==> config.mk <==
export PLATFORM = sky130hd
export DESIGN_NAME = snac_db9md_scanner_flat
export DESIGN_NICKNAME = d
export VERILOG_FILES = /design/src/rtl/snac_db9md_scanner_if.sv /design/src/rtl/snac_db9md_scanner.sv /design/src/flat_wrapper.sv
export SDC_FILE = /design/constraint.sdc
export NUM_CORES = 1
export LEC_CHECK = 0
export ABC_AREA = 1
export CAP_MARGIN = 20
export CORE_MARGIN = 2
export CORE_UTILIZATION = 30
export CTS_BUF_LIST = sky130_fd_sc_hd__clkbuf_4 sky130_fd_sc_hd__clkbuf_8
export CTS_CLUSTER_DIAMETER = 150
export DETAILED_ROUTE_END_ITERATION = 6
export HOLD_SLACK_MARGIN = 0.06
export PLACE_DENSITY = 0.5
export SLEW_MARGIN = 15
export SYNTH_ARGS = -nofsm -noshare
export SYNTH_HDL_FRONTEND = slang
export SYNTH_SLANG_ARGS = --single-unit
==> constraint.sdc <==
create_clock -name clk_sys -period 1.7 [get_ports clk_sys]
set_clock_uncertainty 0.2 [all_clocks]
set_input_delay 0.255 -clock clk_sys [delete_from_list [all_inputs] [get_ports clk_sys]]
set_output_delay 0.255 -clock clk_sys [all_outputs]
set_load 0.01 [all_outputs]
==> src/rtl/snac_db9md_scanner_if.sv <==
// Signal bundle between the DB9 Mega Drive scanner, the SNAC pad lines and the core input mux.
interface snac_db9md_scanner_if;
  logic        scan_en;
  logic        two_port;
  logic [5:0]  joy_in;
  logic        joy_split;
  logic        joy_mdsel;
  logic [15:0] joystick1;
  logic [15:0] joystick2;
  logic [1:0]  present;
  logic [1:0]  six_btn;
  logic        frame_stb;

  modport master (
    input  scan_en, two_port, joy_in,
    output joy_split, joy_mdsel, joystick1, joystick2, present, six_btn, frame_stb
  );

  modport slave (
    output scan_en, two_port, joy_in,
    input  joy_split, joy_mdsel, joystick1, joystick2, present, six_btn, frame_stb
  );
endinterface

==> src/rtl/snac_db9md_scanner.sv <==
// Scans one or two Mega Drive pads behind a DB9 splitter with the 8-phase 6-button
// SELECT protocol and publishes active-high joystick words once per frame.
module snac_db9md_scanner #(
  parameter int PHASE_CYC = 240,
  parameter int SPLIT_CYC = 240,
  parameter int IDLE_CYC  = 48000
) (
  input  logic clk_sys,
  input  logic reset_n,
  snac_db9md_scanner_if.master bus
);

  localparam int MAX_PS  = (PHASE_CYC > SPLIT_CYC) ? PHASE_CYC : SPLIT_CYC;
  localparam int MAX_CYC = (IDLE_CYC > MAX_PS) ? IDLE_CYC : MAX_PS;
  localparam int CNT_W   = $clog2(MAX_CYC);

  localparam logic [CNT_W-1:0] PHASE_LAST = CNT_W'(PHASE_CYC - 1);
  localparam logic [CNT_W-1:0] SPLIT_LAST = CNT_W'(SPLIT_CYC - 1);
  localparam logic [CNT_W-1:0] IDLE_LAST  = CNT_W'(IDLE_CYC - 1);

  typedef enum logic [1:0] {IDLE, SCAN, SWITCH} state_t;

  state_t           state;
  logic [CNT_W-1:0] cnt;
  logic [2:0]       phase;
  logic             port2;
  logic [11:0]      shadow;
  logic             pad_det;
  logic             six_det;
  logic [5:0]       sync1;
  logic [5:0]       sync2;
  logic [5:0]       act;

  assign act = ~sync2;

  // Idle pad lines float high, so the synchronizer resets to all ones.
  always_ff @(posedge clk_sys or negedge reset_n) begin
    if (!reset_n) begin
      sync1 <= '1;
      sync2 <= '1;
    end else begin
      sync1 <= bus.joy_in;
      sync2 <= sync1;
    end
  end

  always_ff @(posedge clk_sys or negedge reset_n) begin
    if (!reset_n) begin
      state         <= IDLE;
      cnt           <= '0;
      phase         <= '0;
      port2         <= 1'b0;
      shadow        <= '0;
      pad_det       <= 1'b0;
      six_det       <= 1'b0;
      bus.joy_split <= 1'b1;
      bus.joy_mdsel <= 1'b1;
      bus.joystick1 <= '0;
      bus.joystick2 <= '0;
      bus.present   <= '0;
      bus.six_btn   <= '0;
      bus.frame_stb <= 1'b0;
    end else begin
      bus.frame_stb <= 1'b0;
      case (state)
        // A full idle period with SELECT high always precedes a scan so the pad's
        // 6-button counter has timed out.
        IDLE: begin
          bus.joy_mdsel <= 1'b1;
          if (!bus.scan_en) begin
            cnt <= '0;
          end else if (cnt == IDLE_LAST) begin
            cnt           <= '0;
            state         <= SCAN;
            phase         <= '0;
            port2         <= 1'b0;
            bus.joy_split <= 1'b1;
          end else begin
            cnt <= cnt + 1'b1;
          end
        end

        SWITCH: begin
          bus.joy_mdsel <= 1'b1;
          if (cnt == SPLIT_LAST) begin
            cnt   <= '0;
            state <= SCAN;
            phase <= '0;
            port2 <= 1'b1;
          end else begin
            cnt <= cnt + 1'b1;
          end
        end

        SCAN: begin
          if (cnt != PHASE_LAST) begin
            cnt <= cnt + 1'b1;
          end else begin
            cnt <= '0;
            case (phase)
              3'd0: shadow[5:0] <= {act[5], act[4], act[0], act[1], act[2], act[3]};
              3'd1: begin
                shadow[7:6] <= {act[5], act[4]};
                pad_det     <= act[2] & act[3];
              end
              3'd5: six_det <= &act[3:0];
              3'd6: shadow[11:8] <= six_det ? {act[0], act[1], act[2], act[3]} : 4'h0;
              default: ;
            endcase

            if (phase != 3'd7) begin
              phase         <= phase + 3'd1;
              bus.joy_mdsel <= phase[0];
            end else begin
              // Every bit of a port is committed together from the shadow copy.
              bus.joy_mdsel <= 1'b1;
              if (!port2) begin
                bus.joystick1  <= pad_det ? {4'h0, shadow} : 16'h0000;
                bus.present[0] <= pad_det;
                bus.six_btn[0] <= pad_det & six_det;
              end else begin
                bus.joystick2  <= pad_det ? {4'h0, shadow} : 16'h0000;
                bus.present[1] <= pad_det;
                bus.six_btn[1] <= pad_det & six_det;
              end

              if (!port2 && bus.two_port) begin
                state         <= SWITCH;
                bus.joy_split <= 1'b0;
              end else begin
                state         <= IDLE;
                bus.joy_split <= 1'b1;
                bus.frame_stb <= 1'b1;
                if (!bus.two_port) begin
                  bus.joystick2  <= 16'h0000;
                  bus.present[1] <= 1'b0;
                  bus.six_btn[1] <= 1'b0;
                end
              end
            end
          end
        end

        default: state <= IDLE;
      endcase
    end
  end

endmodule

==> src/flat_wrapper.sv <==
// flat-port wrapper written by rule: the top's interface ports become plain ports
module snac_db9md_scanner_flat 
#(
  parameter int PHASE_CYC = 240,
  parameter int SPLIT_CYC = 240,
  parameter int IDLE_CYC  = 48000
)
  (clk_sys, reset_n, bus_scan_en, bus_two_port, bus_joy_in, bus_joy_split, bus_joy_mdsel, bus_joystick1, bus_joystick2, bus_present, bus_six_btn, bus_frame_stb);
  snac_db9md_scanner_if bus_i ();
  input  logic clk_sys;
  input  logic reset_n;
  input wire logic [$bits(bus_i.scan_en)-1:0] bus_scan_en;
  input wire logic [$bits(bus_i.two_port)-1:0] bus_two_port;
  input wire logic [$bits(bus_i.joy_in)-1:0] bus_joy_in;
  output wire logic [$bits(bus_i.joy_split)-1:0] bus_joy_split;
  output wire logic [$bits(bus_i.joy_mdsel)-1:0] bus_joy_mdsel;
  output wire logic [$bits(bus_i.joystick1)-1:0] bus_joystick1;
  output wire logic [$bits(bus_i.joystick2)-1:0] bus_joystick2;
  output wire logic [$bits(bus_i.present)-1:0] bus_present;
  output wire logic [$bits(bus_i.six_btn)-1:0] bus_six_btn;
  output wire logic [$bits(bus_i.frame_stb)-1:0] bus_frame_stb;
  assign bus_i.scan_en = bus_scan_en;
  assign bus_i.two_port = bus_two_port;
  assign bus_i.joy_in = bus_joy_in;
  assign bus_joy_split = bus_i.joy_split;
  assign bus_joy_mdsel = bus_i.joy_mdsel;
  assign bus_joystick1 = bus_i.joystick1;
  assign bus_joystick2 = bus_i.joystick2;
  assign bus_present = bus_i.present;
  assign bus_six_btn = bus_i.six_btn;
  assign bus_frame_stb = bus_i.frame_stb;
  snac_db9md_scanner #(.PHASE_CYC(PHASE_CYC), .SPLIT_CYC(SPLIT_CYC), .IDLE_CYC(IDLE_CYC)) u_core (.clk_sys(clk_sys), .reset_n(reset_n), .bus(bus_i));
endmodule
==> impl_metrics.env, run 1 <==
export IMPL_status="complete, but fails checks"
export IMPL_failed_checks="negative setup slack"
export IMPL_finalNetCount=651
export IMPL_fin_crit_sh=1.08
export IMPL_drt_wirelength_per_cell_um=13.1
export IMPL_htree_levels=3
export IMPL_hold_viol=0
export IMPL_grt_ovfl_total=0
export IMPL_rows=43
export IMPL_fmax_ghz=0.544
export IMPL_clk_path_buf_depth=2
export IMPL_grt_pass1_wl_um=17400
export IMPL_ys_async_sr_fraction=1.00
export IMPL_ys_ff_latch=83
export IMPL_p_per_area_nw_per_um2=665
export IMPL_syn_avg_cell_area_um2=8.20
export IMPL_p_leak_nw=2.98
export IMPL_insertion_delay_ns=0.36
export IMPL_clock_sinks=83
export IMPL_multi_input_area_um2=2160
export IMPL_nFillCells=1379
export IMPL_seq_area_frac_synth=0.498
export IMPL_worstPathArrival_ns=1.92
export IMPL_critPathLaunch="u_core.cnt[1]"
export IMPL_clockRootBuffer="clkbuf_8"
export IMPL_die_area_um2=15000
export IMPL_rsz0062_at_grt="true"
export IMPL_die_h_um=122
export IMPL_drive_gt1_frac=0.365
export IMPL_setup_viol=61
export IMPL_total_power_mw=4.07
export IMPL_p_seq_frac=0.506
export IMPL_grt_max_degree=84
export IMPL_critPathKind="register to register"
export IMPL_io_pins=49
export IMPL_maxCapViolCount=0
export IMPL_core_um2=13800
export IMPL_place_worst_setup_slack_ns=-0.138
export IMPL_wirelength_um=10700
export IMPL_p_switching_mw=0.980
export IMPL_drt_pre_antenna_iters=4
export IMPL_numPortBuffers=44
export IMPL_register_area_um2=2090
export IMPL_numCtsBuffers=9
export IMPL_diodes=0
export IMPL_gp_congestion=0.838
export IMPL_start_util=0.305
export IMPL_timing_final_ws_setup_ns=-0.140
export IMPL_antenna_found_initial=0
export IMPL_die_x_um=122
export IMPL_viasPerCell=4.54
export IMPL_synth_area_um2=4210
export IMPL_syn_inst=513
export IMPL_ys_flop_type="dfrtp_1"
export IMPL_finish_instance_area_um2=6130
export IMPL_worstPathMaxFanout=7
export IMPL_internal_power_mw=3.09
export IMPL_syn_to_final_growth_pct=45.7
export IMPL_drtIter0Drc=185
export IMPL_dpl_instance_area_um2=5280
export IMPL_yosysWarnings=0
export IMPL_setup_tns_final_ns=-4.66
export IMPL_cp_required_ns=1.79
export IMPL_drv_slew=0
export IMPL_mostFrequentLayoutCells="107 x nand2_1, 69 x dfrtp_1, 66 x buf_4, 54 x inv_1, 33 x dlygate4sd2_1"
export IMPL_grt_usage=0.148
export IMPL_hold_path_class="input pin to register"
export IMPL_irDropWorstVdd_mv=0.382
export IMPL_ys_types=33
export IMPL_cts_tree="built"
export IMPL_timing_rr_start="u_core.cnt[1]"
export IMPL_place_inst=782
export IMPL_final_common_cell="nand2_1"
export IMPL_endpoint_kind="register"
export IMPL_dp_hpwl_um=7260
export IMPL_clk_pin_slew_worst_paths_ns=0.09
export IMPL_period_minus_slack_ns=1.84
export IMPL_comb_power_share=0.081
export IMPL_swShare=0.241
export IMPL_clockPowerShare=0.413
export IMPL_hp_start="bus_joy_in[4]"
export IMPL_fin_cells=816
export IMPL_grt_pass1_vias=3574
export IMPL_synth_edf_count=0
export IMPL_drc=0
export IMPL_vias=3701
export IMPL_ant_nets=0
export IMPL_cp_start_kind="register"
[power groups by stage]
stage | Sequential, mW | Combinational (mW) | Clock (mW)
floorplan | 2.11 | 0.114 | 0
CTS | 2.06 | 0.292 | 1.73
global placement | 2.09 | 0.278 | 0
detailed placement | 2.10 | 0.281 | 0
finish | 2.06 | 0.328 | 1.68
global route | 2.07 | 0.375 | 1.81
[cell type report]
cell class,count,share of cell area
multi-input combinational,352,0.353
sequential,83,0.342
timing repair buffer,124,0.191
inverter,61,0.0392
tap,180,0.0368
clock buffer,11,0.0247
clock inverter,5,0.0139
[timing repair]
action / in CTS / in global routing
cloned: 1 / 5
setup endpoints to repair: 101 / 72
endpoints found under the hold margin: 69 / 0
resized for setup: 74 / 90
pin swaps: 7 / 18
setup buffers: 4 / 7
hold buffers: 1 / 0
[final timing paths]
check | slack, ns | endpoint | depth (start not counted)
hold reg to reg | 0.16 | u_core.sync2[3] | 0
setup / recovery | -0.14 | u_core.bus.six_btn[1] | 11
setup reg to reg | -0.14 | u_core.bus.six_btn[1] | 11
hold / removal | 0.09 | u_core.sync1[4] | 1
max in group asynchronous | 0.67 | u_core.sync2[1] | 3
min in group asynchronous | 0.25 | u_core.bus.joystick1[2] | 3
[logic make-up after synthesis]
| group | Yosys count | synth area share |
|---|---|---|
| compound gates | 82 | 0.112 |
| xor+xnor | 4 | 0.00833 |
| simple gates | 252 | 0.265 |
| other cells | 1 | 0.000891 |
| fa+ha+maj | 10 | 0.0297 |
| buf+inv | 81 | 0.0857 |
| flops | 83 | 0.498 |
[through the flow]
stage,hold slack (ns),utilization
final,0.0930,0.445
after global routing,0.0833,0.445
after CTS,0.0739,0.411
after detailed placement,0.129,0.383
after global placement,0.127,0.383
after floorplan,-0.241,-
[Yosys cell counts (2+ instances only)]
cell,number,share of area
a21oi_1,22,0.026
buf_2,2,0.0024
buf_4,4,0.0071
buf_6,5,0.013
clkbuf_1,9,0.0080
dfrtp_1,69,0.41
dfstp_2,14,0.087
ha_1,10,0.030
inv_1,56,0.050
inv_2,3,0.0027
nand2_1,141,0.13
nand2_2,10,0.015
nand3_1,31,0.037
nand4_1,10,0.015
nor2_1,45,0.040
nor2_2,4,0.0059
nor2_4,2,0.0054
nor3_1,2,0.0024
o21ai_0,27,0.032
o21ai_1,16,0.019
o21ai_2,16,0.033
xor2_1,4,0.0083
[routing by layer]
layer	global-route usage	part of all wire	up-vias
li1	-	-	1858
met1	0.205	0.48	1776
met5	0	0	-
met3	0.0237	0.033	10
met2	0.232	0.47	57
met4	0.0582	0.014	0
[sequential cells by signal, summed over array words and instances (netlist names)]
name and count:
u_core.bus.joy_split 1, u_core.cnt 16, u_core.state 2, u_core.pad_det 1, u_core.bus.joystick2 16, u_core.bus.present 2, u_core.sync1 6, u_core.shadow 12
u_core.bus.joystick1 12, u_core.six_det 1, u_core.port2 1, u_core.bus.frame_stb 1, u_core.bus.joy_mdsel 1, u_core.bus.six_btn 2, u_core.sync2 6, u_core.phase 3
[worst max-delay path, cell delays in order (launching register included)]
cell     delay [ns]
dfrtp_1        0.36
ha_2           0.20
nand2_2        0.06
inv_4          0.08
nand2_4        0.06
nor2_4         0.11
nand2_4        0.10
nor3_4         0.16
buf_12         0.16
buf_12         0.13
nand2_2        0.05
o21ai_1        0.08
(Power assumes the default switching activity.)
==> run 2: changes to the inputs <==
--- a/config.mk
+++ b/config.mk
@@ -9,11 +9,12 @@
 export CAP_MARGIN = 20
 export CORE_MARGIN = 2
 export CORE_UTILIZATION = 30
-export CTS_BUF_LIST = sky130_fd_sc_hd__clkbuf_4 sky130_fd_sc_hd__clkbuf_8
 export CTS_CLUSTER_DIAMETER = 150
 export DETAILED_ROUTE_END_ITERATION = 6
+export GPL_ROUTABILITY_DRIVEN = 0
 export HOLD_SLACK_MARGIN = 0.06
 export PLACE_DENSITY = 0.5
+export REMOVE_ABC_BUFFERS = 1
 export SLEW_MARGIN = 15
 export SYNTH_ARGS = -nofsm -noshare
 export SYNTH_HDL_FRONTEND = slang
==> run 2 against run 1 <==
Net effect: the flow still finishes with violations (negative setup slack); largest cell class unchanged; highest routed layer unchanged; global-route usage about the same; via count is 0.92% lower; fmax up 0.46%; clock-buffer cell count shrank 1; sequential power is essentially flat.
==> impl_metrics.env, run 2 (same netlist as run 1, synthesis figures left out) <==
export IMPL_drtIter0Drc=194
export IMPL_critPathKind="register to register"
export IMPL_post_route_util=0.442
export IMPL_dp_hpwl_um=7530
export IMPL_grt_usage=0.148
export IMPL_hold_end="u_core.sync1[0]"
export IMPL_r2r_end="u_core.bus.joystick2[6]"
export IMPL_worstPathMaxFanout=7
export IMPL_die_x_um=122
export IMPL_clk_path_buf_depth=2
export IMPL_mostFrequentLayoutCells="114 x nand2_1, 68 x dfrtp_1, 61 x buf_4, 51 x inv_1, 31 x nor2_1"
export IMPL_dpl_instance_area_um2=5270
export IMPL_fmax_ghz=0.546
export IMPL_hold_viol=0
export IMPL_setup_tns_final_ns=-3.94
export IMPL_hp_start="bus_joy_in[0]"
export IMPL_finalNetCount=646
export IMPL_maxCapViolCount=0
export IMPL_final_common_cell="nand2_1"
export IMPL_ant_nets=0
export IMPL_irDropWorstVdd_mv=0.382
export IMPL_r2r_cells=10
export IMPL_worstPathArrival_ns=1.86
export IMPL_period_minus_slack_ns=1.83
export IMPL_diodes=0
export IMPL_core_um2=13800
export IMPL_syn_to_final_growth_pct=44.8
export IMPL_reg2reg_slack_ns=-0.13
export IMPL_grt_ovfl_total=0
export IMPL_hold_path_class="input pin to register"
export IMPL_wirelength_um=11000
export IMPL_fin_crit_sh=1.08
export IMPL_numPortBuffers=44
export IMPL_numCtsBuffers=9
export IMPL_grt_max_degree=42
export IMPL_p_per_area_nw_per_um2=719
export IMPL_top_regs="u_core.bus.joystick2 x16, u_core.cnt x16"
export IMPL_timing_final_ws_setup_ns=-0.131
export IMPL_clock_sinks=83
export IMPL_antenna_found_initial=0
export IMPL_vias=3667
export IMPL_grt_pass1_vias=3557
export IMPL_insertion_delay_ns=0.34
export IMPL_endpoint_kind="register"
export IMPL_htree_levels=3
export IMPL_clk_pin_slew_worst_paths_ns=0.06
export IMPL_die_area_um2=15000
export IMPL_timing_rr_start="u_core.cnt[0]"
export IMPL_status="complete, but fails checks"
export IMPL_drt_pre_antenna_iters=5
export IMPL_rows=43
export IMPL_cts_tree="built"
export IMPL_cp_required_ns=1.73
export IMPL_setup_viol=57
export IMPL_io_pins=49
export IMPL_p_leak_nw=3.06
export IMPL_worstHoldPathCells=1
export IMPL_drt_wirelength_per_cell_um=13.5
export IMPL_rsz0062_at_grt="true"
export IMPL_drc=0
export IMPL_viasPerCell=4.52
export IMPL_start_util=0.305
export IMPL_drv_slew=0
export IMPL_failed_checks="negative setup slack"
export IMPL_grt_pass1_wl_um=17200
export IMPL_clockRootBuffer="clkbuf_16"
export IMPL_cp_start_kind="register"
export IMPL_die_h_um=122
export IMPL_finish_instance_area_um2=6090
export IMPL_drive_gt1_frac=0.350
[run 2: cell count changes in the layout (fill, tap and decap cells not counted), sizes merged]
| cell | delta |
|---|---|
| dlymetal6s2s | +9 |
| clkdlybuf4s50 | +2 |
| clkbuf | -3 |
| buf | -3 |
| dlygate4sd2 | -11 |
| bufinv | -1 |
| inv | +2 |
[run 2: final cells by class]
cell class | count | area, um^2
fill | 1383 | 7680
clock inverter | 6 | 72.6
multi-input combinational | 352 | 2100
tap | 180 | 225
sequential | 83 | 2100
inverter | 61 | 239
clock buffer | 10 | 229
timing repair buffer | 119 | 1120
[run 2: worst max-delay path, cell delays in order, from the launching register on]
cell and delay (ns):
dfrtp_1 0.35, ha_2 0.20, nand2_2 0.07, inv_4 0.08, nand2_4 0.06, nor2_4 0.09
nand2_4 0.10, nor3_4 0.18, buf_12 0.16, clkbuf_16 0.17, o21ai_2 0.05
[run 2: layer usage]
layer,global-route usage,up-vias,part of all wire
met5,0,-,0
met4,0.0596,0,0.023
met3,0.0246,18,0.035
met2,0.261,57,0.52
met1,0.178,1730,0.42
li1,-,1862,-
[run 2: stage by stage]
step	worst slack (ns)	hold WS [ns]	cells	total power, mW
2_1_floorplan	-0.601	-0.241	496	2.21
3_3_place_gp	-0.137	-0.0133	782	2.38
3_5_place_dp	-0.149	-0.00801	782	2.39
4_1_cts	-0.129	0.105	801	4.42
5_1_grt	-0.227	0.106	811	4.58
6_report	-0.131	0.119	811	4.38
[run 2: worst max-delay path by stage]
| stage | startpoint | slack [ns] | end | cells past startpoint |
|---|---|---|---|---|
| final | u_core.cnt[0] | -0.13 | u_core.bus.joystick2[6] | 10 |
| after global routing | u_core.cnt[0] | -0.23 | u_core.bus.six_btn[1] | 11 |
| after CTS | u_core.cnt[1] | -0.13 | u_core.cnt[13] | 10 |
| after detailed placement | u_core.cnt[0] | -0.15 | u_core.cnt[13] | 10 |
| after global placement | u_core.cnt[0] | -0.14 | u_core.cnt[13] | 10 |
| after floorplan | u_core.state[1] | -0.60 | u_core.bus.joystick2[0] | 6 |
[run 2: timing repair]
item,in CTS,in global routing
endpoints found under the hold margin,71,0
cloned,0,3
hold buffers,1,0
buffers inserted,2,7
endpoints found under the setup margin,92,81
pin swaps,10,19
gates resized for setup,66,94
[run 2: report_power, final]
group          switching [mW]  total, mW  leakage, nW  internal (mW)
sequential             0.0283       2.06         1.03           2.03
clock                   0.822       1.98        0.144           1.15
combinational           0.187      0.338         1.88          0.151
total                    1.04       4.38         3.06           3.34
